[src/rtl/rst_on_lut_8bit_serializer.sv]
// Serializer for the reset-gated LUT word: loads din, shifts it out over a
// valid/ready port, and reports parity, a done pulse and a wrapping word count.
//
// state | meaning
// IDLE  | waiting for din_valid; din_ready high
// SHIFT | presenting shreg bits on sout; advances on sout_ready
module rst_on_lut_8bit_serializer #(
  parameter int WIDTH     = 8,
  parameter bit LSB_FIRST = 1'b1,
  parameter int CNT_W     = 8
) (
  input  logic             clk,
  input  logic             rst,
  input  logic [WIDTH-1:0] din,
  input  logic             din_valid,
  output logic             din_ready,
  output logic             sout,
  output logic             sout_valid,
  input  logic             sout_ready,
  output logic             sout_last,
  output logic             parity,
  output logic             done,
  output logic [CNT_W-1:0] word_cnt
);

  localparam int BW = (WIDTH > 1) ? $clog2(WIDTH) : 1;
  localparam logic [0:0] IDLE  = 1'b0;
  localparam logic [0:0] SHIFT = 1'b1;
  localparam logic [BW-1:0] LAST_BIT = BW'(WIDTH - 1);

  logic [0:0]       state;
  logic [WIDTH-1:0] shreg;
  logic [WIDTH-1:0] shreg_next;
  logic [BW-1:0]    bit_cnt;

  assign din_ready  = (state == IDLE);
  assign sout_valid = (state == SHIFT);
  // sout is forced low outside SHIFT so the leftover final bit never leaks in IDLE
  assign sout       = sout_valid & (LSB_FIRST ? shreg[0] : shreg[WIDTH-1]);
  assign sout_last  = sout_valid & (bit_cnt == LAST_BIT);

  always_comb begin
    shreg_next = shreg;
    if (LSB_FIRST) shreg_next = {1'b0, shreg[WIDTH-1:1]};
    else           shreg_next = {shreg[WIDTH-2:0], 1'b0};
  end

  always_ff @(posedge clk or posedge rst) begin
    if (rst) begin
      state    <= IDLE;
      shreg    <= '0;
      bit_cnt  <= '0;
      parity   <= 1'b0;
      done     <= 1'b0;
      word_cnt <= '0;
    end else begin
      done <= 1'b0;
      case (state)
        IDLE: begin
          if (din_valid) begin
            shreg   <= din;
            parity  <= ^din;
            bit_cnt <= '0;
            state   <= SHIFT;
          end
        end
        SHIFT: begin
          if (sout_ready) begin
            if (sout_last) begin
              state    <= IDLE;
              done     <= 1'b1;
              word_cnt <= word_cnt + 1'b1;
            end else begin
              shreg   <= shreg_next;
              bit_cnt <= bit_cnt + 1'b1;
            end
          end
        end
        default: state <= IDLE;
      endcase
    end
  end

endmodule

[config.mk]
export PLATFORM = sky130hd
export DESIGN_NAME = rst_on_lut_8bit_serializer
export DESIGN_NICKNAME = d
export VERILOG_FILES = /design/src/rtl/rst_on_lut_8bit_serializer.sv
export SDC_FILE = /design/constraint.sdc
export NUM_CORES = 1
export LEC_CHECK = 0
export ABC_AREA = 1
export CORE_MARGIN = 2
export CORE_UTILIZATION = 39
export CTS_BUF_LIST = sky130_fd_sc_hd__clkbuf_16
export CTS_CLUSTER_DIAMETER = 40
export DETAILED_ROUTE_END_ITERATION = 10
export SYNTH_ARGS = -nofsm -noshare
export SYNTH_HDL_FRONTEND = slang
export SYNTH_SLANG_ARGS = --single-unit
[constraint.sdc]
create_clock -name clk -period 2 [get_ports clk]
set_input_delay 0.4 -clock clk [delete_from_list [all_inputs] [get_ports clk]]
set_output_delay 0.4 -clock clk [all_outputs]
set_load 0.1 [all_outputs]
; After elaboration in Yosys (flattened, before gate mapping)
; Cells that the tools add are included.
[totals]
output_inout_bits = 14
regBits = 22
[op_classes]
muxes = 15
n_eq_ne = 4
n_reduce_logical = 4
bitwise_logic = 3
addsub = 2
[op_table]
columns = operator, n
row1 = $mux 8, 3
row2 = $pmux 8 s2, 1
row3 = $mux 3, 3
row4 = $add 8x1->8 const B, 1
row5 = $reduce_xor 8->1, 1
row6 = $mux 1, 6
row7 = $ne 2x2->1 const B, 3
row8 = $pmux 3 s2, 1
row9 = $reduce_and 3->1, 2
row10 = $add 3x1->3 const B, 1
row11 = $eq 3x3->1 const B, 1
row12 = $and 1x1->1, 2
row13 = $pmux 1 s2, 1
row14 = $reduce_and 2->1, 1
row15 = $not 1->1, 1

; Longest topological paths before layout
[depth]
ltp_word = 5
ltp_mapped = 9
mapped_depth_nobuf = 9

; Worst setup path before layout
; No wires, ideal clock.
[synth_timing]
kind = register to output
start = reg state (netlist: sout_valid)
end = out sout
n_path_buf = 1
slack_ns = -0.401
arrival_ns = 2.001
stages_incl_launch_ff = 4
path_cell_list = dfrtp_1 > clkbuf_1 > nand2_1 > inv_1
[synth_between]
elab_chain_cells = 1
[synth_lines]
columns = element, line_no
row1 = "start, declared", 31  ; logic [0:0] state;
row2 = "start signal, assigned", 50  ; state <= IDLE;
row3 = "start signal, assigned", 64  ; state <= SHIFT;
row4 = "start signal, assigned", 70  ; state <= IDLE;
row5 = $and 1x1->1, 39  ; assign sout = sout_valid & (LSB_FIRST ? shreg[0] : shreg[WIDTH-1]);
row6 = "end, declared", 17  ; output logic sout,
; No other way between the ends.

; Worst setup path after layout
[layout_timing]
start = reg bit_cnt[0]
end = out sout_last
[layout_between]
elab_chain_cells = 2
[layout_lines]
columns = element, line_no
row1 = "start, declared", 34  ; logic [BW-1:0] bit_cnt;
row2 = "start signal, assigned", 75  ; bit_cnt <= bit_cnt + 1'b1;
row3 = $eq 3x3->1, 40  ; assign sout_last = sout_valid & (bit_cnt == LAST_BIT);
row4 = $and 1x1->1, 40
row5 = "end, declared", 20  ; output logic sout_last,
; No other way between the ends.

==> impl_metrics.yaml <==
run_status:
  status: "completed"
worst_setup_path:
  end_kind: "output port"
  r2r_cells: 6
  worst-path-max-fanout: 3
  reg2reg_from: "bit_cnt[0]$_DFFE_PP0P_"
  criticalPathCategory: "reg -> out"
  crit_arrival_ps: 1430
  crit_top_cell: "ha_1"
  cp_slowest_cell: "dfrtp_1"
  worstPathRequired_ps: 1600
  ff2ff_setup_slack_ps: 430
  cp_cell_sequence: "ha_1, ha_1, nand2_1, clkinvlp_4, buf_12"
  startpoint_type: "register"
  cp_slowest_stage_delay_ps: 380
  rr_endpoint: "shreg[2]$_DFFE_PP0P_"
logic_synthesis:
  synth_cell_types: 22
  syn_inst: 144
  yosys_warnings: 0
  synth_fp_nets: 159
  ys_seq_area_share_pct: 47.7
  syn_area_mm2: 0.00115
  postSynthAreaPerCell_um2: 8.02
  synth-seq-cells: 22
sta:
  period_minus_slack_ps: 1830
  fin_crit_sh_pct: 91.3
  slew_headroom_pct: 78.9
  setup_viol: 0
  finClkSkew_ps: 1.05
  tns_ps: 0
  fmax_ghz: 0.548
  rsz0062_at_grt: "false"
  hold_viol: 0
  slew_viol_final: 0
  tightest_slew_ps: 317
drt:
  wl_um: 2010
  drc: 0
  dr.pass1.iters: 4
  via_per_inst: 4.63
  wl_per_cell_um: 9.92
  drtAntennaViolNets: 0
  vias: 939
  drt-initial-drc-count: 16
global_routing:
  grt_overflow: 0
  grt_pass1_wl_um: 3660
  grt_util_all_layers_pct: 13.9
  grt_pass1_vias: 891
  antenna_found_initial: 0
  grt_max_degree: 23
floorplan:
  fp.dieW_um: 58.4
  die_area_mm2: 0.00341
  die_y_um: 58.4
  start_util_pct: 41.5
  num_rows: 19
  pin_count: 26
  core_area_mm2: 0.00278
run:
  cap_viol_max_count: 0
pwr:
  sw_frac_of_total_pct: 44.5
  power_frac_seq_pct: 33.2
  p_per_area_mw_per_mm2: 1340
  p_sw_uw: 915
  p_int_uw: 1140
  p_clk_share_pct: 19.8
  comb_power_share_pct: 46.9
  vdd_drop_max_uv: 1450
  p_leak_uw: 0.000808
placed_design:
  portBuffers: 25
  dp_hpwl_um: 1610
  dp.cells: 199
  place.gp.congestion: 0.739
cells_and_area:
  drive_gt1_share_pct: 16.3
  final_cell_mix: "45 x nand2_1, 21 x inv_1, 21 x dfrtp_1"
  instances_no_fill: 203
  area_growth_pct: 33.3
  multi_input_area_um2: 503
  layout_commonest_cell: "nand2_1"
  fin_nets: 188
  n_fill_cell: 248
  antenna_cells: 0
  seqCellArea_um2: 552
clock_tree:
  clk_pin_slew_ps: 50
  clock-sinks: 22
  cts_resized: 0
  insertion_delay_ps: 250
  numCtsBuffers: 3
  cts.htree.levels: 1
  cts_setup_buffers: 0
  cts.path.max_buffers: 2
  tritoncts: "built"
  cts-root-buf: "clkbuf_16"
  hold_buffers: 0
min_path:
  hp-class: "in -> async"
-- worst max-delay path: cells and delay by family (launching register included) --
kind	cells	cell delay (ps)
adder cells (fa/ha/maj)	2	410
buffers and inverters	2	280
flip-flops	1	380
AND/OR/NAND/NOR	1	110
-- logic make-up (layout without fill, tap and decap cells) --
kind of cell             count (synthesis)  count (layout)  share of synthesized area, %
AO/OA/AOI/OAI                           12              12                          5.96
XOR/XNOR                                 9               9                          6.83
adder cells (fa/ha/maj)                  3               3                          3.25
buffers and inverters                   25              53                          8.78
flip-flops                              22              22                          47.7
AND/OR/NAND/NOR                         73              73                          27.5
-- worst max-delay path by stage --
stage	cells after the start	from	to	slack, ps
detailed placement	5	sout_ready	word_cnt[6]$_DFFE_PP0P_	300
global route	5	bit_cnt[0]$_DFFE_PP0P_	sout_last	130
global placement	5	sout_ready	word_cnt[6]$_DFFE_PP0P_	340
finish	5	bit_cnt[0]$_DFFE_PP0P_	sout_last	170
CTS	5	bit_cnt[0]$_DFFE_PP0P_	sout_last	160
floorplan	3	sout_valid$_DFF_PP0_	sout_last	90
-- metal layers --
layer	share of wire (%)	track usage, %	up-vias
met3	5.8	2.86	2
met4	1.3	6.98	0
li1	-	-	499
met2	48	23.3	25
met5	0	0	-
met1	45	16.8	413
-- area by class of cell --
type / count / area share [%]
multi-input combinational: 97 / 32.7
timing repair buffer: 26 / 17.7
inverter: 23 / 6.10
sequential: 22 / 35.9
clock inverter: 1 / 0.244
tap: 31 / 2.52
clock buffer: 3 / 4.88
-- synth_stat cells --
cell type / n / area share, %
nand3_2: 1 / 0.87
o21ai_0: 3 / 1.3
nand2_2: 1 / 0.54
nor2_2: 1 / 0.54
a21oi_1: 1 / 0.43
dfrtp_1: 22 / 48
buf_6: 1 / 0.98
o21ai_1: 1 / 0.43
inv_1: 22 / 7.2
nand2_4: 1 / 0.98
nor2_1: 13 / 4.2
ha_1: 3 / 3.3
clkbuf_1: 1 / 0.32
nor3_1: 1 / 0.43
nor3_2: 1 / 0.87
xor2_1: 5 / 3.8
nand3_1: 8 / 3.5
xnor2_1: 4 / 3.0
nand3b_2: 1 / 0.98
a31oi_1: 7 / 3.8
inv_2: 1 / 0.32
nand2_1: 45 / 15
-- flip-flops by register name (all words and copies together), names as in the netlist --
register,cells
parity,1
bit_cnt,3
shreg,8
done,1
word_cnt,8
sout_valid,1
-- power by group through the flow --
| stage | registers, uW | logic (uW) | clock network [uW] |
|---|---|---|---|
| finish | 684 | 966 | 409 |
| global placement | 687 | 960 | 0 |
| global route | 707 | 1040 | 437 |
| CTS | 687 | 975 | 418 |
| detailed placement | 694 | 972 | 0 |
| floorplan | 947 | 464 | 0 |
-- metrics by stage --
step | utilization [%] | cell area (um2) | power [uW] | hold slack [ps] | setup WS (ps)
global placement | 52.5 | 1460 | 1650 | 468 | 337
CTS | 55.3 | 1540 | 2080 | 490 | 162
detailed placement | 52.5 | 1460 | 1670 | 474 | 301
global route | 55.3 | 1540 | 2190 | 512 | 131
finish | 55.3 | 1540 | 2060 | 481 | 174
floorplan | - | 1160 | 1410 | 389 | 89.9
No activity file was read; power rests on OpenSTA's default activity.
